==> src/rtl/platform_pkg.sv <==
// Platform-wide constants and types shared by the serial blocks.
package platform_pkg;

  localparam int CLKS_PER_BAUD  = 16;
  localparam int UART_DATA_BITS = 8;

  typedef enum logic [1:0] {
    IDLE  = 2'd0,
    START = 2'd1,
    DATA  = 2'd2,
    STOP  = 2'd3
  } uart_tx_state_t;

endpackage

==> src/rtl/sync_fifo.sv <==
// Circular synchronous FIFO. The head entry is visible on rdata whenever the
// FIFO is non-empty. Pushes while full and pops while empty are ignored.
module sync_fifo #(
  parameter int DATA_WIDTH = 8,
  parameter int DEPTH_POT  = 4
) (
  input  logic                  clk_i,
  input  logic                  reset_i,
  input  logic                  push,
  input  logic                  pop,
  input  logic [DATA_WIDTH-1:0] wdata,
  output logic [DATA_WIDTH-1:0] rdata,
  output logic                  full,
  output logic                  empty,
  output logic [DEPTH_POT:0]    count
);

  localparam logic [DEPTH_POT:0] DEPTH = (DEPTH_POT+1)'(1) << DEPTH_POT;

  logic [DATA_WIDTH-1:0] mem [2**DEPTH_POT];
  logic [DEPTH_POT-1:0]  wr_ptr, rd_ptr;
  logic                  do_push, do_pop;

  assign full    = (count == DEPTH);
  assign empty   = (count == '0);
  assign do_push = push && !full;
  assign do_pop  = pop && !empty;
  assign rdata   = mem[rd_ptr];

  // Storage array; contents need no reset because count gates every read.
  always_ff @(posedge clk_i) begin
    if (do_push) mem[wr_ptr] <= wdata;
  end

  // Pointers and occupancy; a simultaneous push and pop leaves count as is.
  always_ff @(posedge clk_i) begin
    if (reset_i) begin
      wr_ptr <= '0;
      rd_ptr <= '0;
      count  <= '0;
    end else begin
      if (do_push) wr_ptr <= wr_ptr + 1'b1;
      if (do_pop)  rd_ptr <= rd_ptr + 1'b1;
      case ({do_push, do_pop})
        2'b10:   count <= count + 1'b1;
        2'b01:   count <= count - 1'b1;
        default: count <= count;
      endcase
    end
  end

endmodule

==> src/rtl/uart_tx_buffered.sv <==
// Buffered 8N1 UART transmitter. Bytes queue in a sync_fifo; the baud FSM
// drains it and emits frames back-to-back while data remains queued.
module uart_tx_buffered #(
  parameter int CLKS_PER_BAUD  = platform_pkg::CLKS_PER_BAUD,
  parameter int FIFO_DEPTH_POT = 4
) (
  input  logic                    clk_i,
  input  logic                    reset_i,
  input  logic [7:0]              wdata_i,
  input  logic                    wvalid_i,
  output logic                    wready_o,
  output logic [FIFO_DEPTH_POT:0] fifo_count_o,
  output logic                    busy_o,
  output logic                    uart_tx_o
);

  import platform_pkg::*;

  localparam int CNT_W = (CLKS_PER_BAUD > 1) ? $clog2(CLKS_PER_BAUD) : 1;
  localparam logic [CNT_W-1:0] BAUD_LAST = CNT_W'(CLKS_PER_BAUD - 1);
  localparam logic [2:0]       BIT_LAST  = 3'(UART_DATA_BITS - 1);

  uart_tx_state_t state;
  logic [CNT_W-1:0] baud_cnt;
  logic [2:0]       bit_idx;
  logic [7:0]       shreg;
  logic             tx;
  logic             fifo_full, fifo_empty, fifo_pop, baud_term;
  logic [7:0]       fifo_rdata;

  sync_fifo #(
    .DATA_WIDTH (8),
    .DEPTH_POT  (FIFO_DEPTH_POT)
  ) u_fifo (
    .clk_i   (clk_i),
    .reset_i (reset_i),
    .push    (wvalid_i),
    .pop     (fifo_pop),
    .wdata   (wdata_i),
    .rdata   (fifo_rdata),
    .full    (fifo_full),
    .empty   (fifo_empty),
    .count   (fifo_count_o)
  );

  assign baud_term = (baud_cnt == BAUD_LAST);
  assign wready_o  = !fifo_full;
  assign busy_o    = (state != IDLE) || !fifo_empty;
  assign uart_tx_o = tx;

  // A new frame is fetched from idle, or straight out of a finished stop bit.
  always_comb begin
    fifo_pop = 1'b0;
    if (!fifo_empty) begin
      if (state == IDLE)                  fifo_pop = 1'b1;
      else if (state == STOP && baud_term) fifo_pop = 1'b1;
    end
  end

  // Baud FSM: each bit lasts CLKS_PER_BAUD cycles, data shifts out LSB first.
  always_ff @(posedge clk_i) begin
    if (reset_i) begin
      state    <= IDLE;
      baud_cnt <= '0;
      bit_idx  <= '0;
      shreg    <= '0;
      tx       <= 1'b1;
    end else begin
      if (state != IDLE) baud_cnt <= baud_term ? '0 : baud_cnt + 1'b1;
      case (state)
        IDLE: begin
          tx <= 1'b1;
          if (fifo_pop) begin
            shreg    <= fifo_rdata;
            tx       <= 1'b0;
            baud_cnt <= '0;
            state    <= START;
          end
        end
        START: if (baud_term) begin
          tx      <= shreg[0];
          shreg   <= shreg >> 1;
          bit_idx <= '0;
          state   <= DATA;
        end
        DATA: if (baud_term) begin
          if (bit_idx == BIT_LAST) begin
            tx    <= 1'b1;
            state <= STOP;
          end else begin
            tx      <= shreg[0];
            shreg   <= shreg >> 1;
            bit_idx <= bit_idx + 1'b1;
          end
        end
        STOP: if (baud_term) begin
          if (fifo_pop) begin
            shreg <= fifo_rdata;
            tx    <= 1'b0;
            state <= START;
          end else begin
            state <= IDLE;
          end
        end
        default: state <= IDLE;
      endcase
    end
  end

endmodule
==> config.mk <==
export PLATFORM = sky130hd
export DESIGN_NAME = uart_tx_buffered
export DESIGN_NICKNAME = d
export VERILOG_FILES = /design/src/rtl/platform_pkg.sv /design/src/rtl/sync_fifo.sv /design/src/rtl/uart_tx_buffered.sv
export SDC_FILE = /design/constraint.sdc
export NUM_CORES = 1
export LEC_CHECK = 0
export CAP_MARGIN = 20
export CORE_MARGIN = 5
export CORE_UTILIZATION = 32
export DETAILED_ROUTE_END_ITERATION = 7
export PLACE_DENSITY = 0.47
export SLEW_MARGIN = 20
export SYNTH_ARGS = -nofsm -noshare
export SYNTH_HDL_FRONTEND = slang
export SYNTH_SLANG_ARGS = --single-unit
==> constraint.sdc <==
create_clock -name clk_i -period 3.3 [get_ports clk_i]
set_input_delay 0.66 -clock clk_i [delete_from_list [all_inputs] [get_ports clk_i]]
set_output_delay 0.66 -clock clk_i [all_outputs]
set_load 0.01 [all_outputs]
== After elaboration in Yosys (flattened, before gate mapping) ==
Memory sizes are Yosys's and may differ from the RTL's. A register that Yosys moved wholly into a read port is not among the register bits.
Cells that the tools add are included.

* Register bits: 31
* Logic and storage cells: 81
* Memory bits (writable): 128
* Output and inout bits: 8
* Memories: 1

{| class="wikitable"
|+ Memories
! memory !! depth !! width !! read ports !! clocked after Yosys merged registers in !! wr ports !! RTL line !! source
|-
| u_fifo.mem || 16 || 8 || 1 || 1 || 1 || sync_fifo.sv:20 || <nowiki>logic [DATA_WIDTH-1:0] mem [2**DEPTH_POT];</nowiki>
|}

* Mux-type cells: 36
* Equality and inequality tests: 15
* Reductions and logical operators: 15
* Add/sub/neg operators: 6

{| class="wikitable"
|+ Operator list
! operator !! count
|-
| 2-to-1 mux 8 bit || 5
|-
| one-hot mux 8 bit (4 select lines) || 1
|-
| 2-to-1 mux 4 bit || 6
|-
| adder 4 x 1 -> 4 bit (second input constant) || 3
|-
| 2-to-1 mux 1 bit || 12
|-
| AND reduction 4 bit || 3
|-
| 2-to-1 mux 2 bit || 5
|-
| inequality test 2 bit (second input constant) || 5
|-
| one-hot mux 5 bit (2 select lines) || 1
|-
| 2-to-1 mux 3 bit || 3
|-
| one-hot mux 2 bit (4 select lines) || 1
|-
| equality test 2 bit (second input constant) || 3
|-
| one-hot mux 3 bit (2 select lines) || 1
|-
| nonzero test 2 bit || 3
|-
| adder 5 x 1 -> 5 bit (second input constant) || 1
|-
| equality test 5 bit (second input constant) || 1
|-
| zero test 5 bit || 1
|-
| AND reduction 5 bit || 1
|-
| subtractor 5 x 1 -> 5 bit (second input constant) || 1
|-
| equality test 2 x 1 -> 1 bit (second input constant) || 2
|-
| equality test 4 bit (second input constant) || 1
|-
| inequality test 2 x 1 -> 1 bit (second input constant) || 2
|-
| one-hot mux 1 bit (4 select lines) || 1
|-
| adder 3 x 1 -> 3 bit (second input constant) || 1
|-
| other kinds (5) || 8
|}

== Longest topological paths before layout ==
* Depth after elaboration: 8
* Mapped depth: 12

== Modules after synthesis ==
Synthesis repeated with hierarchy kept, for this count alone.

* Cells, all modules: 422
* Area, all modules: 7036.7 µm²

{| class="wikitable"
|+ By module, submodules not included
! module !! instances !! cells an instance !! area an instance (µm²)
|-
| sync_fifo || 1 || 305 || 5974.5
|-
| uart_tx_buffered || 1 || 117 || 1062.3
|}

== Worst setup path before layout ==
Ideal clock, no wire load.

* Path kind: reg-to-reg
* Start point: reg u_fifo.count[1]
* End point: reg u_fifo.count[4]
* Arrival time: 2601 ps
* Buffers on the path: 1
* Data required time: 3229 ps
* Cell stages (with the launch flop): 13
* Slack: 628 ps
* Period minus slack after synthesis: 2672 ps
* Cells stage by stage: dfxtp_1 > buf_6 > nor4_4 > a21boi_2 > inv_1 > ha_1 > xor2_1 > ha_1 > a211o_1 > a21oi_1 > a221oi_1 > or3_1 > a21oi_1

* Longest elaborated chain between the ends: 5
* Elaborated cells between the ends (all ways): 13
* Those cells by class: add/sub: 2; eq/ne: 3; mux: 2; reduce/logical: 6

{| class="wikitable"
|+ Ends and longest elaborated chain
! what !! RTL line !! source
|-
| from (decl) || sync_fifo.sv:15 || <nowiki>output logic [DEPTH_POT:0] count</nowiki>
|-
| from (signal assigned) || sync_fifo.sv:45 || <nowiki>2'b10: count <= count + 1'b1;</nowiki>
|-
| from (signal assigned) || sync_fifo.sv:46 || <nowiki>2'b01: count <= count - 1'b1;</nowiki>
|-
| from (signal assigned) || sync_fifo.sv:47 || <nowiki>default: count <= count;</nowiki>
|-
| zero test 5 bit / equality test 5 bit (equally long branches) || sync_fifo.sv:25, sync_fifo.sv:24 ||
|-
| 2-to-1 mux 1 bit (tied with other cells) || uart_tx_buffered.sv:54 || <nowiki>if (!fifo_empty) begin</nowiki>
|-
| logical AND 1 bit, on equally long branches || sync_fifo.sv:27, sync_fifo.sv:26 ||
|-
| equality test 2 x 1 -> 1 bit / equality test 2 bit (equally long branches) || sync_fifo.sv:44 || <nowiki>case ({do_push, do_pop})</nowiki>
|-
| one-hot mux 5 bit (2 select lines) / nonzero test 2 bit (equally long branches) || n/a ||
|}

Several ways; a longest one is shown, not always the timed one.
A chain may end at the register's enable or synchronous reset.

== Final worst setup path ==
* Start point: reg state[1]
* End point: reg u_fifo.count[4]

* Longest elaborated chain between the ends: 8
* Elaborated cells between the ends (all ways): 11
* Those cells by class: eq/ne: 3; mux: 4; reduce/logical: 4

{| class="wikitable"
|+ Ends and longest elaborated chain
! what !! RTL line !! source
|-
| from (decl) || uart_tx_buffered.sv:23 || <nowiki>uart_tx_state_t state;</nowiki>
|-
| from (signal assigned) || uart_tx_buffered.sv:63 || <nowiki>state <= IDLE;</nowiki>
|-
| from (signal assigned) || uart_tx_buffered.sv:77 || <nowiki>state <= START;</nowiki>
|-
| from (signal assigned) || uart_tx_buffered.sv:84 || <nowiki>state <= DATA;</nowiki>
|-
| equality test 2 bit || uart_tx_buffered.sv:56 || <nowiki>else if (state == STOP && baud_term) fifo_pop = 1'b1;</nowiki>
|-
| logical AND 1 bit || uart_tx_buffered.sv:56 ||
|-
| 2-to-1 mux 1 bit || uart_tx_buffered.sv:56 ||
|-
| 2-to-1 mux 1 bit * || uart_tx_buffered.sv:55 || <nowiki>if (state == IDLE) fifo_pop = 1'b1;</nowiki>
|-
| 2-to-1 mux 1 bit * || uart_tx_buffered.sv:54 ||
|-
| logical AND 1 bit * || sync_fifo.sv:27 || <nowiki>assign do_pop = pop && !empty;</nowiki>
|-
| named net u_fifo.do_pop || sync_fifo.sv:22 || <nowiki>logic do_push, do_pop;</nowiki>
|-
| equality test 2 x 1 -> 1 bit / equality test 2 bit (equally long branches) || sync_fifo.sv:44 ||
|-
| one-hot mux 5 bit (2 select lines) / nonzero test 2 bit (equally long branches) || n/a ||
|}

The timed path passes the listed nets; every way through them passes the cells marked *.

==> flow_summary.yaml <==
outcome:
  status: "finished clean"
route:
  vias: 3681
  wl_mm: 13.9
  vias_per_cell: 4.93
  first_pass_iters: 4
  ant_nets: 0
  drt_iter0_markers: 193
  route.detailed.drc: 0
  drt-wirelength-per-cell_um: 18.6
worst_setup_path:
  cpPeakStageDelay_ns: 0.39
  cp_cell_sequence: "ha_1, a41oi_1, a21oi_4, ha_1, xor2_1, ha_1, a211o_1, a21oi_1, a221oi_1, or3_1, a21oi_1"
  crit_required_ns: 3.65
  crit_arrival_ns: 3.21
  crit_path_end_kind: "flop"
  critPathMaxFanout: 8
  critPathSlowestCell: "dfxtp_1"
  worstSetupStartpointType: "flop"
  critPathKind: "flop to flop"
  crit_top_cell: "ha_1"
clock_tree:
  cts.sinks: 163
  clock_latency_ns: 0.42
  cts_hold_buf: 0
  post_cts_resized: 0
  cts_setup_buffers: 0
  htree_levels: 4
  numCtsBuffers: 17
  root_buffer: "clkbuf_16"
  clk_pin_slew_ns: 0.07
  clk_path_buf_depth: 2
  cts_tree: "yes"
pwr:
  powerDensity_nw_per_um2: 806
  clkPwrFrac: 0.317
  power_frac_comb: 0.286
  seq_power_share: 0.397
  p_sw_frac: 0.315
  p_sw_w: 0.00203
  peakVddDrop_uv: 342
  cell_internal_pwr_w: 0.00441
  power.leakage_nw: 2.68
  total_power_w: 0.00644
timing:
  max_freq_ghz: 0.350
  period_share: 0.866
  fin_skew_ns: 0.00859
  slew_headroom: 0.541
  worst_hold_slack_ns: 0.459
  rsz0062_at_grt: "no"
  worst_pin_slew_ns: 0.688
  hold_viol: 0
  tns_ns: 0
  period_needed_ns: 2.86
  setup-violations-final: 0
  slew_violations: 0
floorplanning:
  initial_core_util: 0.323
  die_h_um: 155
  rows: 53
  die_area_um2: 24200
  ios: 19
  die_x_um: 155
  core_um2: 21000
cells_and_area:
  antennaDiodeCount: 0
  final_common_cell: "edfxtp_1"
  layout_common_cells: "128 x edfxtp_1, 39 x nor2_1, 34 x dfxtp_1"
  drive_gt1_frac: 0.163
  layout.nets: 486
  final_area_um2: 7980
  area_growth_pct: 17.9
  nFillCells: 1969
synthesis:
  yosysWarnings: 0
  synth_cells: 420
  synth_edf_count: 128
  ys_ff_latch: 163
  async_flop_share: 0
  ys_types: 52
  yosysSeqAreaShare: 0.671
  syn_area_per_cell_um2: 16.1
  syn_area_um2: 6770
  synth_top_flop_cell: "edfxtp_1"
  syn_nets: 447
placement:
  dp_hpwl_mm: 9.29
  placed_cell_area_um2: 7370
  port_buffers: 18
  routabilityCongestion: 0.743
min_path:
  hp-class: "flop to flop"
global_routing:
  grt_usage: 0.120
  grt_pass1_vias: 3783
  grt_start_max_net_pins: 20
  grt_pass1_wl_mm: 21.8
  antenna_found_initial: 0
  grt_overflow_total: 0
flow_run:
  cap_violations: 0
[area by class of cell]
type	instances	area, µm²	share of cell area
clock inverters	14	183	0.0229
repair buffers	42	373	0.0467
multi-input cells	226	2070	0.260
well taps	275	344	0.0431
flip-flops and latches	163	4550	0.569
inverters	9	33.8	0.00423
clock buffers	18	429	0.0538
[kinds of logic after synthesis]
family          synth area share
mux                        0.122
buf+inv                   0.0225
fa+ha+maj                 0.0296
simple gates              0.0678
compound gates            0.0713
flops                      0.671
xor+xnor                  0.0155
[critical path: cells and delay by family, from the launching register on]
family	cells	cell delay [ns]
simple gates	1	0.32
fa+ha+maj	3	0.84
compound gates	6	1.13
xor+xnor	1	0.11
flops	1	0.39
[per-stage QoR]
step | instances | utilization | setup slack [ns]
4_1_cts | 747 | 0.381 | 0.452
3_3_place_gp | 715 | 0.352 | 0.291
2_1_floorplan | 420 | - | 0.628
5_1_grt | 747 | 0.381 | 0.291
6_report | 747 | 0.381 | 0.441
3_5_place_dp | 715 | 0.352 | 0.287
[layer usage]
metal / global-route usage / vias to the layer above / routed length [µm]
met4: 0.0304 / 0 / 112
met2: 0.195 / 52 / 6880
met1: 0.161 / 1886 / 6460
met5: 0 / - / 0
li1: - / 1731 / -
met3: 0.0323 / 12 / 433
[state kept, by name, indices dropped and copies added (netlist names), named ones only]
register,cells
u_fifo.mem,128
shreg,8
u_fifo.count,5
baud_cnt,4
u_fifo.rd_ptr,4
u_fifo.wr_ptr,4
bit_idx,3
state,2
uart_tx_o,1
[final timing paths]
check	start	to	slack, ns	depth (start not counted)
worst max-delay path	state[1]	u_fifo.count[4]	0.44	11
worst min-delay path	shreg[7]	shreg[7]	0.46	2
worst max register to register	state[1]	u_fifo.count[4]	0.44	11
worst min register to register	shreg[7]	shreg[7]	0.46	2
[cells in the mapped netlist (2+ instances only)]
master / number / area share
a211oi_1: 7 / 0.0078
a21oi_1: 19 / 0.014
a221oi_1: 2 / 0.0026
a22oi_1: 16 / 0.018
a31oi_1: 2 / 0.0018
buf_2: 7 / 0.0052
buf_6: 3 / 0.0050
clkbuf_1: 10 / 0.0055
dfxtp_1: 35 / 0.10
edfxtp_1: 128 / 0.57
ha_1: 16 / 0.030
inv_1: 9 / 0.0050
mux2i_1: 5 / 0.0074
mux4_1: 18 / 0.070
mux4_2: 13 / 0.043
nand2_1: 15 / 0.0083
nand2b_1: 5 / 0.0046
nand3_1: 2 / 0.0015
nand3b_1: 2 / 0.0022
nand4_1: 4 / 0.0037
nor2_1: 39 / 0.022
nor2b_1: 3 / 0.0028
nor3_1: 13 / 0.0096
nor3b_1: 2 / 0.0022
o21ai_0: 4 / 0.0030
o22ai_1: 3 / 0.0028
or3_1: 3 / 0.0028
xnor2_1: 4 / 0.0052
xor2_1: 8 / 0.010
[power by group through the flow]
stage	sequential (W)	clock [W]	combinational, W
final	0.00255	0.00204	0.00184
after global routing	0.00258	0.00218	0.00205
after CTS	0.00256	0.00210	0.00188
after detailed placement	0.00260	0	0.00187
after global placement	0.00260	0	0.00183
after floorplan	0.00251	0	0.00145
(Power assumes the default switching activity.)
==> patch: new RTL, same flow settings <==
Encoding of `uart_tx_state_t`: now one-hot (4 bits for 4 states).
--- a/src/rtl/platform_pkg.sv
+++ b/src/rtl/platform_pkg.sv
@@ -4,11 +4,11 @@
   localparam int CLKS_PER_BAUD  = 16;
   localparam int UART_DATA_BITS = 8;
 
-  typedef enum logic [1:0] {
-    IDLE  = 2'd0,
-    START = 2'd1,
-    DATA  = 2'd2,
-    STOP  = 2'd3
+  typedef enum logic [3:0] {
+    IDLE  = 4'b0001,
+    START = 4'b0010,
+    DATA  = 4'b0100,
+    STOP  = 4'b1000
   } uart_tx_state_t;
 
 endpackage
Behaviour: no difference found for any inputs over 10 cycles, from zero or initial values and one cycle with reset_i high; not proved beyond that.
==> patch against the original RTL <==
- final area increased by 2.3%
- final cell count increased by 5.2%
- worst hold slack improved by 0.0021 ns
- largest cell class unchanged
- routed wire length increased by 7.4%
- critical path type unchanged
- power decreased by 5.2%
- via count increased by 5.1%
- first-iteration DRC count increased by 23%
- area after synthesis increased by 2.1%
- sequential cell count increased by 2
- critical path depth unchanged
- setup slack got worse by 0.21 ns
==> patch: results (changes against the original RTL) <==
Run status
  • Outcome: finished, final reports clean

Placed design
  • Placed cell area: 7540 um^2 (+2.3%)
  • Setup WS pre-CTS: 0.124 ns (-0.164 ns)

Route
  • Detailed Route Iter0 Violations: 238 (+23%)
  • Routed WL: 14900 um (+7.4%)

Power and ir drop
  • Clock group: 1.97 mW (-3%)
  • Clk pwr share: 0.324 (+0.007)
  • Switching Fraction: 0.318 (+0.00297)
  • Sequential power share: 0.420 (+0.023)
  • Pleak: 2.69 nW (+0.41%)

Critical path
  • R2r setup slk: 0.23 ns (-0.21 ns)
  • Crit-path leading delay family: simple AND/OR/NAND/NOR gates
  • Crit path launch: u_fifo.count[0]
  • Crit-path slowest cell: or4_4
  • Critical path's largest stage delay: 0.65 ns (+0.26 ns)
  • Crit Path Max Fanout: 7 (-1)
  • CP Data Arrival Time: 3.39 ns (+0.18 ns)

Timing
  • Final Skew: 0.00773 ns (-0.000859 ns)

Yosys
  • Synth cell types: 51 (-1.9%)
  • Top cells by count, synth: 128 x edfxtp_1, 50 x nor2_1, 37 x dfxtp_1, 32 x mux4_2

GRT
  • Met2 global-route usage: 0.196 (+0.00139)
  • GR Util met3: 0.0258 (-0.00642)
  • Initial antenna violation count: 1 (+1)
  • GRT met1 Usage: 0.186 (+0.0252)
  • Largest net degree at the start of global routing: 26 (+30%)

Cells and area
  • Nets@finish: 519 (+6.8%)
  • Final Instance Area: 8170 um^2 (+2.3%)
  • Layout fillers: 1936 (-1.7%)

Min path
  • End of the worst hold path: bit_idx[1]
patch: repair_timing:
action                                  CTS  global route
hold buffers                              0             0
endpoints found under the setup margin    0             2
resized for setup                         0             6
endpoints found under the hold margin     0             0
patch: cells by family after synthesis:
family	Yosys count	synth area share
mux	39	0.117
buf+inv	36	0.0234
flops	165	0.663
fa+ha+maj	10	0.0181
xor+xnor	11	0.0139
simple gates	141	0.107
compound gates	58	0.0576
patch: layout make-up:
cell class / instances / share of cell area
flip-flops and latches: 165 / 0.562
multi-input cells: 259 / 0.268
clock buffers: 17 / 0.0521
repair buffers: 48 / 0.0512
well taps: 275 / 0.0421
clock inverters: 15 / 0.0219
inverters: 7 / 0.00322
patch: through the flow:
stage          hold slack (ns)  std cells
2_1_floorplan            0.436        460
6_report                 0.461        786
3_5_place_dp             0.459        754
5_1_grt                  0.508        786
3_3_place_gp             0.448        754
4_1_cts                  0.469        786
